<file path="src/rtl/cpu_pkg.sv">
// rtl/cpu_pkg.sv - shared CPU widths, opcodes and decoded-control struct
package cpu_pkg;

    localparam int WIDTH_I    = 32;
    localparam int ADDR_RFILE = 5;

    localparam logic [5:0] OP_RTYPE = 6'h00;
    localparam logic [5:0] OP_ADDI  = 6'h08;
    localparam logic [5:0] OP_ANDI  = 6'h0C;
    localparam logic [5:0] OP_ORI   = 6'h0D;
    localparam logic [5:0] OP_LW    = 6'h23;
    localparam logic [5:0] OP_SW    = 6'h2B;
    localparam logic [5:0] OP_BEQ   = 6'h04;

    typedef struct packed {
        logic wr_en;
        logic is_load;
        logic is_store;
        logic is_branch;
        logic uses_rs;
        logic uses_rt;
        logic zext;
    } ctrl_t;

endpackage

</file>
<file path="src/rtl/id_decode.sv">
// rtl/id_decode.sv - combinational MIPS-subset decoder: control, register fields, sign-extended immediate
module id_decode
    import cpu_pkg::*;
(
    input  logic [WIDTH_I-1:0]    i_instr,
    output ctrl_t                 o_ctrl,
    output logic [ADDR_RFILE-1:0] o_rs,
    output logic [ADDR_RFILE-1:0] o_rt,
    output logic [ADDR_RFILE-1:0] o_rd,
    output logic [WIDTH_I-1:0]    o_imm
);

    logic [5:0] w_op;

    assign w_op  = i_instr[31:26];
    assign o_rs  = i_instr[25:21];
    assign o_rt  = i_instr[20:16];
    // zext is applied by the consumer; this is always the sign-extended field
    assign o_imm = {{(WIDTH_I-16){i_instr[15]}}, i_instr[15:0]};

    always_comb begin
        o_ctrl = '0;
        o_rd   = (w_op == OP_RTYPE) ? i_instr[15:11] : i_instr[20:16];
        case (w_op)
            OP_RTYPE: begin
                o_ctrl.wr_en   = 1'b1;
                o_ctrl.uses_rs = 1'b1;
                o_ctrl.uses_rt = 1'b1;
            end
            OP_ADDI: begin
                o_ctrl.wr_en   = 1'b1;
                o_ctrl.uses_rs = 1'b1;
            end
            OP_ANDI, OP_ORI: begin
                o_ctrl.wr_en   = 1'b1;
                o_ctrl.uses_rs = 1'b1;
                o_ctrl.zext    = 1'b1;
            end
            OP_LW: begin
                o_ctrl.wr_en   = 1'b1;
                o_ctrl.is_load = 1'b1;
                o_ctrl.uses_rs = 1'b1;
            end
            OP_SW: begin
                o_ctrl.is_store = 1'b1;
                o_ctrl.uses_rs  = 1'b1;
                o_ctrl.uses_rt  = 1'b1;
            end
            OP_BEQ: begin
                o_ctrl.is_branch = 1'b1;
                o_ctrl.uses_rs   = 1'b1;
                o_ctrl.uses_rt   = 1'b1;
            end
            default: o_ctrl = '0;
        endcase
        if (o_rd == '0) begin
            o_ctrl.wr_en = 1'b0;
        end
    end

endmodule

</file>
<file path="src/rtl/id_operand_stage.sv">
// rtl/id_operand_stage.sv - ID stage: operand forwarding, load-use/EX hazard stall, ID/EX register
module id_operand_stage
    import cpu_pkg::*;
(
    input  logic                  clk,
    input  logic                  rst_n,
    input  logic                  if_valid,
    input  logic [WIDTH_I-1:0]    if_instr,
    input  logic [WIDTH_I-1:0]    if_pc,
    input  logic                  flush,
    output logic                  id_stall,
    output logic [ADDR_RFILE-1:0] ra_addr,
    output logic [ADDR_RFILE-1:0] rb_addr,
    input  logic [WIDTH_I-1:0]    ra_data,
    input  logic [WIDTH_I-1:0]    rb_data,
    input  logic                  ex_wr_en,
    input  logic [ADDR_RFILE-1:0] ex_wr_addr,
    input  logic                  mem_wr_en,
    input  logic [ADDR_RFILE-1:0] mem_wr_addr,
    input  logic                  mem_is_load,
    input  logic [WIDTH_I-1:0]    mem_wr_data,
    input  logic                  wb_wr_en,
    input  logic [ADDR_RFILE-1:0] wb_wr_addr,
    input  logic [WIDTH_I-1:0]    wb_wr_data,
    output logic                  idex_valid,
    output logic                  idex_wr_en,
    output logic                  idex_is_load,
    output logic                  idex_is_store,
    output logic                  idex_is_branch,
    output logic [WIDTH_I-1:0]    idex_pc,
    output logic [WIDTH_I-1:0]    idex_opa,
    output logic [WIDTH_I-1:0]    idex_opb,
    output logic [WIDTH_I-1:0]    idex_imm,
    output logic [ADDR_RFILE-1:0] idex_rd,
    output logic [5:0]            idex_opcode,
    output logic [5:0]            idex_funct,
    output logic [15:0]           stall_cnt
);

    ctrl_t                 w_ctrl;
    logic [ADDR_RFILE-1:0] w_rs;
    logic [ADDR_RFILE-1:0] w_rt;
    logic [ADDR_RFILE-1:0] w_rd;
    logic [WIDTH_I-1:0]    w_imm_sext;
    logic [WIDTH_I-1:0]    w_imm;
    logic [WIDTH_I-1:0]    w_opa;
    logic [WIDTH_I-1:0]    w_opb;
    logic                  w_haz_rs;
    logic                  w_haz_rt;
    logic                  w_issue;

    logic                  r_valid;
    logic                  r_wr_en;
    logic                  r_is_load;
    logic                  r_is_store;
    logic                  r_is_branch;
    logic [WIDTH_I-1:0]    r_pc;
    logic [WIDTH_I-1:0]    r_opa;
    logic [WIDTH_I-1:0]    r_opb;
    logic [WIDTH_I-1:0]    r_imm;
    logic [ADDR_RFILE-1:0] r_rd;
    logic [5:0]            r_opcode;
    logic [5:0]            r_funct;
    logic [15:0]           r_stall_cnt;

    id_decode u_decode (
        .i_instr (if_instr),
        .o_ctrl  (w_ctrl),
        .o_rs    (w_rs),
        .o_rt    (w_rt),
        .o_rd    (w_rd),
        .o_imm   (w_imm_sext)
    );

    assign ra_addr = w_rs;
    assign rb_addr = w_rt;
    assign w_imm   = w_ctrl.zext ? {{(WIDTH_I-16){1'b0}}, w_imm_sext[15:0]} : w_imm_sext;

    // A MEM-stage load has no data yet, so only non-load MEM results are forwarded
    assign w_opa = (w_rs == '0) ? '0 :
                   (mem_wr_en && !mem_is_load && mem_wr_addr == w_rs) ? mem_wr_data :
                   (wb_wr_en && wb_wr_addr == w_rs) ? wb_wr_data : ra_data;
    assign w_opb = (w_rt == '0) ? '0 :
                   (mem_wr_en && !mem_is_load && mem_wr_addr == w_rt) ? mem_wr_data :
                   (wb_wr_en && wb_wr_addr == w_rt) ? wb_wr_data : rb_data;

    assign w_haz_rs = w_ctrl.uses_rs && (w_rs != '0) &&
                      ((ex_wr_en && ex_wr_addr == w_rs) ||
                       (mem_wr_en && mem_is_load && mem_wr_addr == w_rs));
    assign w_haz_rt = w_ctrl.uses_rt && (w_rt != '0) &&
                      ((ex_wr_en && ex_wr_addr == w_rt) ||
                       (mem_wr_en && mem_is_load && mem_wr_addr == w_rt));

    assign id_stall = if_valid && !flush && (w_haz_rs || w_haz_rt);
    assign w_issue  = if_valid && !flush && !id_stall;

    always_ff @(posedge clk) begin
        if (!rst_n) begin
            r_valid     <= 1'b0;
            r_wr_en     <= 1'b0;
            r_is_load   <= 1'b0;
            r_is_store  <= 1'b0;
            r_is_branch <= 1'b0;
            r_pc        <= '0;
            r_opa       <= '0;
            r_opb       <= '0;
            r_imm       <= '0;
            r_rd        <= '0;
            r_opcode    <= '0;
            r_funct     <= '0;
            r_stall_cnt <= '0;
        end else begin
            // Bubbles still capture decoded data fields so they stay deterministic
            r_valid     <= w_issue;
            r_wr_en     <= w_issue && w_ctrl.wr_en;
            r_is_load   <= w_issue && w_ctrl.is_load;
            r_is_store  <= w_issue && w_ctrl.is_store;
            r_is_branch <= w_issue && w_ctrl.is_branch;
            r_pc        <= if_pc;
            r_opa       <= w_opa;
            r_opb       <= w_opb;
            r_imm       <= w_imm;
            r_rd        <= w_rd;
            r_opcode    <= if_instr[31:26];
            r_funct     <= if_instr[5:0];
            if (id_stall && r_stall_cnt != 16'hFFFF) begin
                r_stall_cnt <= r_stall_cnt + 16'd1;
            end
        end
    end

    assign idex_valid     = r_valid;
    assign idex_wr_en     = r_wr_en;
    assign idex_is_load   = r_is_load;
    assign idex_is_store  = r_is_store;
    assign idex_is_branch = r_is_branch;
    assign idex_pc        = r_pc;
    assign idex_opa       = r_opa;
    assign idex_opb       = r_opb;
    assign idex_imm       = r_imm;
    assign idex_rd        = r_rd;
    assign idex_opcode    = r_opcode;
    assign idex_funct     = r_funct;
    assign stall_cnt      = r_stall_cnt;

endmodule
</file>
<file path="config.mk">
export PLATFORM = sky130hd
export DESIGN_NAME = id_operand_stage
export DESIGN_NICKNAME = d
export VERILOG_FILES = /design/src/rtl/cpu_pkg.sv /design/src/rtl/id_decode.sv /design/src/rtl/id_operand_stage.sv
export SDC_FILE = /design/constraint.sdc
export NUM_CORES = 1
export LEC_CHECK = 0
export ABC_CLOCK_PERIOD_IN_PS = 2950
export CORE_AREA = 10 10 145 147
export CTS_CLUSTER_SIZE = 8
export DETAILED_ROUTE_END_ITERATION = 16
export DIE_AREA = 0 0 155 157
export GPL_TIMING_DRIVEN = 1
export PLACE_DENSITY = 0.75
export SYNTH_ARGS = -nofsm -noshare
export SYNTH_HDL_FRONTEND = slang
export SYNTH_SLANG_ARGS = --single-unit
</file>
<file path="constraint.sdc">
create_clock -name clk -period 2.95 [get_ports clk]
set_clock_uncertainty 0.1 [all_clocks]
set_input_delay 0.59 -clock clk [delete_from_list [all_inputs] [get_ports clk]]
set_output_delay 0.59 -clock clk [all_outputs]
set_load 0.02 [all_outputs]
</file>
== Yosys cells after proc, flatten, opt, wreduce, memory -nomap -nowiden ==
Cells that the tools add are included.

* Flip-flop bits (word level): 151
* Output and inout port bits: 177
* Word-level logic and storage cells: 83

* $add $sub $neg: 1
* Equality and inequality tests: 13
* Muxes and demuxes: 13
* Bitwise gates (word level): 1
* Reduce and logical (&&, ||, !) cells: 41

{| class="wikitable"
|+ Operator list
! cell !! count
|-
| two-way mux 32 bit || 4
|-
| == test 5 bit || 6
|-
| logical AND 1 bit || 22
|-
| == test 6 x 4 -> 1 bit, second input constant || 3
|-
| adder 16 x 1 -> 16 bit, second input constant || 1
|-
| != test 16 bit, second input constant || 1
|-
| logical NOT 5 bit || 3
|-
| == test 6 bit, second input constant || 2
|-
| nonzero test 5 bit || 2
|-
| two-way mux 1 bit || 8
|-
| OR reduction 2 bit || 4
|-
| OR reduction 7 bit || 1
|-
| == test 6 x 3 -> 1 bit, second input constant || 1
|-
| logical NOT 6 bit || 1
|-
| two-way mux 5 bit || 1
|-
| OR reduction 5 bit || 1
|-
| logical NOT 1 bit || 3
|-
| logical OR 1 bit || 3
|-
| OR reduction 3 bit || 1
|-
| inverter 1 bit || 1
|}

== Longest topological paths before layout ==
* Depth in word-level cells: 10
* Gate-level depth with buffers: 8
* Depth with buffers taken out: 8

== Hierarchy ==
From an unflattened synthesis, not the netlist that was laid out.

* Cells, all modules: 694
* Area total of the unflattened synthesis: 6,927.9 um2

{| class="wikitable"
|+ By module, submodules not included
! module !! instances !! cells an instance !! area an instance (um2)
|-
| id_operand_stage || 1 || 624 || 6,399.9
|-
| id_decode || 1 || 70 || 528.0
|}

== Worst setup path after synthesis ==
OpenSTA, ideal clock, no wires.

* Path kind: input-to-output
* Start point: input port if_instr[26]
* End point: output port id_stall
* Arrival time: 1.873 ns
* Slack: 0.387 ns
* Stages: 5
* Buffers on the path: 0
* Cells stage by stage: nor4_1 -> a21oi_1 -> nor3_1 -> o21ai_2 -> a21boi_2

* Cells in the longest elaborated chain, start to end: 7

{| class="wikitable"
|+ Ends and longest elaborated chain
! what !! line !! source
|-
| from (decl) || id_operand_stage.sv:8 || <nowiki>input logic [WIDTH_I-1:0] if_instr,</nowiki>
|-
| == test 6 bit (tied with other cells) || id_decode.sv:24 || <nowiki>case (w_op)</nowiki>
|-
| OR reduction 7 bit (no line) or OR reduction 3 bit (tied branches) || -- ||
|-
| two-way mux 1 bit || id_decode.sv:24 ||
|-
| logical AND 1 bit, on equally long branches (2 in a row) || id_operand_stage.sv:87, id_operand_stage.sv:90 ||
|-
| logical OR 1 bit (*) || id_operand_stage.sv:94 || <nowiki>assign id_stall = if_valid && !flush && (w_haz_rs || w_haz_rt);</nowiki>
|-
| logical AND 1 bit (*) || id_operand_stage.sv:94 ||
|-
| to (decl) || id_operand_stage.sv:11 || <nowiki>output logic id_stall,</nowiki>
|}

Mark *: on every way between the ends. The rest lies on a longest branch, timed or not.

== Worst setup path after layout ==
* Start point: input port ex_wr_addr[2]
* End point: output port id_stall

* Cells in the longest elaborated chain, start to end: 6

{| class="wikitable"
|+ Ends and longest elaborated chain
! what !! line !! source
|-
| from (decl) || id_operand_stage.sv:17 || <nowiki>input logic [ADDR_RFILE-1:0] ex_wr_addr,</nowiki>
|-
| == test 5 bit, on equally long branches || id_operand_stage.sv:88, id_operand_stage.sv:91 ||
|-
| logical AND 1 bit, on equally long branches || id_operand_stage.sv:88, id_operand_stage.sv:91 ||
|-
| logical OR 1 bit, on equally long branches || id_operand_stage.sv:88, id_operand_stage.sv:91 ||
|-
| logical AND 1 bit, on equally long branches || id_operand_stage.sv:87, id_operand_stage.sv:90 ||
|-
| logical OR 1 bit (*) || id_operand_stage.sv:94 ||
|-
| logical AND 1 bit (*) || id_operand_stage.sv:94 ||
|}

Marked as above.

==> impl_metrics.env <==
export IMPL_io_buffers=391
export IMPL_syn_avg_cell_area_sq_um=9.728
export IMPL_numClockSinks=145
export IMPL_dieArea_sq_mm=0.02434
export IMPL_setup_viol=1
export IMPL_synth_fa_ha_area_frac=0.002013
export IMPL_synthMuxAreaShare=0.1256
export IMPL_wl_per_cell_microns=19.80
export IMPL_synthTopCellsByArea="dfxtp_1, mux2i_1, a211oi_1, and2_1, nor2_1"
export IMPL_synth_simple_gate_area_share=0.1846
export IMPL_synth_xor_area_share=0.04791
export IMPL_synth_commonest_cells="dfxtp_1, nor2_1, mux2i_1, a211oi_1, and2_1"
export IMPL_r2r_cells=10
export IMPL_synthArstFlopShare=0
export IMPL_yosysWarnings=0
export IMPL_grt_usage=0.1939
export IMPL_worst_pin_slew_ns=0.5448
export IMPL_routed_via_density=4.756
export IMPL_crit_path_end_kind="primary output"
export IMPL_rr_endpoint="stall_cnt[9]"
export IMPL_violations="setup timing"
export IMPL_hpwl_microns=20250
export IMPL_grt_pass1_vias=6297
export IMPL_cts_tree="built"
export IMPL_cp_start_kind="input pin"
export IMPL_cts_root_buf="clkbuf_16"
export IMPL_grt_overflow_total=0
export IMPL_hold_buffers=0
export IMPL_cts_buffers=17
export IMPL_gp_routability_congestion=0.8845
export IMPL_slew_headroom=0.6355
export IMPL_yosys_area_top_type="dfxtp_1"
export IMPL_die_h_microns=157
export IMPL_cts_buffer_depth=2
export IMPL_syn_inst=639
export IMPL_ff2ff_setup_slack_ns=0.82
export IMPL_maxCapViolations=0
export IMPL_synth_flop_cell="dfxtp_1"
export IMPL_wl_met3_microns=3096
export IMPL_crit_required_ns=2.26
export IMPL_holdCritStartpoint="stall_cnt[10]"
export IMPL_drive_gt1_frac=0.1099
export IMPL_wl_microns=25360
export IMPL_final_util=0.6130
export IMPL_synth_edf_count=0
export IMPL_synth_top_family_by_area="simple AND/OR/NAND/NOR gates"
export IMPL_reg2reg_from="stall_cnt[0]"
export IMPL_p_total_mw=5.355
export IMPL_start_util=0.3391
export IMPL_fin_crit_sh=1.001
export IMPL_path_class="input pin to primary output"
export IMPL_antenna_found_initial=1
export IMPL_worst_hold_path_endpoint="stall_cnt[10]"
export IMPL_outcome="finished, violations left"
export IMPL_drv_slew=0
export IMPL_syn_area_sq_mm=0.006216
export IMPL_netlist_area_leader_share=0.4670
export IMPL_syn_to_final_growth_pct=80.76
export IMPL_yosysMostFrequentCell="dfxtp_1"
export IMPL_dieWidth_microns=155
export IMPL_met1_length_microns=8875
export IMPL_dr_wl_met2_microns=12870
export IMPL_leakage_nw=4.353
export IMPL_grt_pass1_wl_microns=36570
export IMPL_critPathMaxFanout=2
export IMPL_setup_ws_ns=-0.002814
export IMPL_rows=50
export IMPL_synth_compound_area_frac=0.1075
export IMPL_io_pin_count=392
export IMPL_coreArea_sq_mm=0.01833
export IMPL_synth_distinct_cells=44
export IMPL_arrival_ns=2.26
export IMPL_route_top_layer_used="met4"
export IMPL_fin_crit_ns=2.953
export IMPL_worstHoldPathCells=2
export IMPL_ys_ff_latch=145
export IMPL_min_path_type="register to register"
export IMPL_clkTransAtPathRegs_ns=0.06
export IMPL_power_density_mw_per_mm2=476.6
export IMPL_vdd_drop_max_uv=374.5
export IMPL_first_iter_violations=197
export IMPL_post_place_ws_ns=-0.1646
export IMPL_nets=1249
export IMPL_first_pass_iters=5
export IMPL_finalHoldViolations=0
export IMPL_vias=6092
export IMPL_synthesis_nets=855
export IMPL_n_fill_cell=1552
export IMPL_ys_seq_area_frac=0.4670
export IMPL_max_freq_ghz=0.3387
export IMPL_ant_nets=0
export IMPL_worstSkewPairLatency_ns=0.41
export IMPL_htreeDepth=4
export IMPL_drc=0
export IMPL_grt_max_degree=65
-- layout make-up --
type	instances	area, sq um	area share
repair buffers	444	4428	0.3941
diodes	1	2.502	0.0002227
clock buffers	17	425.4	0.03786
flip-flops and latches	145	2903	0.2584
clock inverters	15	193.9	0.01726
well taps	234	292.8	0.02606
inverters	5	18.77	0.001670
multi-input cells	420	2972	0.2645
-- placed cells by master (no fill, tap or decap), types with 2 or more instances in the layout --
cell type        synthesis  routed
a211oi_1                68      68
a21boi_2                 1       2
a21oi_1                  3       3
a31o_2                   2       2
and2_1                  56      56
and3_1                   9       7
and3_2                   2       4
buf_12                   0       8
buf_4                   32      45
bufinv_16                0       2
clkbuf_16                0      17
clkdlybuf4s50_1          0     375
clkinv_4                 0       2
clkinv_8                 0       2
clkinvlp_4               0       2
dfxtp_1                145     145
dlygate4sd2_1            0       4
dlymetal6s2s_1           0      10
inv_1                    5       5
inv_6                    0       4
inv_8                    0       3
mux2i_1                 78      78
nand2_1                 19      18
nand2_2                  1       2
nand2b_1                 7       7
nand3_1                  7       7
nand4_1                 12      12
nor2_1                  86      85
nor2b_1                  3       3
nor3_1                   6       3
nor3_2                   0       3
nor4_1                   5       4
o21ai_2                  1       3
or4_4                    2       2
xnor2_1                 18      18
xor2_1                  16      16
-- stage by stage --
step,setup TNS (ns),instance area [sq um],hold slack (ns),cells
floorplan,0,6216,0.4599,639
global placement,-0.09048,10520,0.3805,1245
detailed placement,-0.7967,10520,0.3898,1245
CTS,0,11160,0.3990,1278
global route,-0.1340,11240,0.4387,1281
finish,-0.002814,11240,0.3961,1281
-- power breakdown --
group	total, mW	switching, mW	internal [mW]
registers	2.09	0.0290	2.06
clock network	2.25	0.960	1.29
logic	1.02	0.438	0.578
total	5.35	1.43	3.93
-- layer usage --
metal  GRT usage  up-vias
met3      0.1064       26
met2      0.3449      272
met5           0        -
li1            -     2987
met1      0.1831     2807
met4     0.07332        0
-- how the worst max path moves through the flow --
stage	start	end	cells after the start
final	ex_wr_addr[2]	id_stall	7
after floorplan	if_instr[26]	id_stall	5
after global routing	ex_wr_addr[2]	id_stall	7
after global placement	if_instr[26]	id_stall	7
after detailed placement	if_instr[26]	id_stall	7
after CTS	if_instr[26]	id_stall	7
-- registers in the layout, indices dropped and copies added, names as in the netlist --
register and cells:
idex_is_store 1, idex_opb 32, idex_opcode 6, idex_is_load 1, idex_pc 32, idex_imm 17
idex_valid 1, idex_opa 32, idex_rd 5, idex_is_branch 1, stall_cnt 16, idex_wr_en 1
-- repair_timing --
| action | 4_1_cts | 5_1_grt |
|---|---|---|
| resized for setup | 8 | 17 |
| pin swaps | 0 | 5 |
| setup endpoints to repair | 1 | 1 |
| buffers inserted | 1 | 2 |
-- cells by family (layout without fill, tap and decap cells) --
| family | count (synthesis) | in the layout |
|---|---|---|
| AOI/OAI and AO/OA | 85 | 85 |
| adders and majority gates | 1 | 1 |
| buffers and inverters | 74 | 481 |
| muxes | 78 | 78 |
| DFF | 145 | 145 |
| xor gates and xnor gates | 34 | 34 |
| other | 0 | 1 |
| and+or+nand+nor | 222 | 222 |
-- critical path: stages --
cell and delay (ns):
clkdlybuf4s50_1 0.46, xor2_1 0.18, nor4_1 0.34, and3_2 0.29
o21bai_4 0.08, a21boi_2 0.17, buf_6 0.15
(Power assumes the default switching activity.)
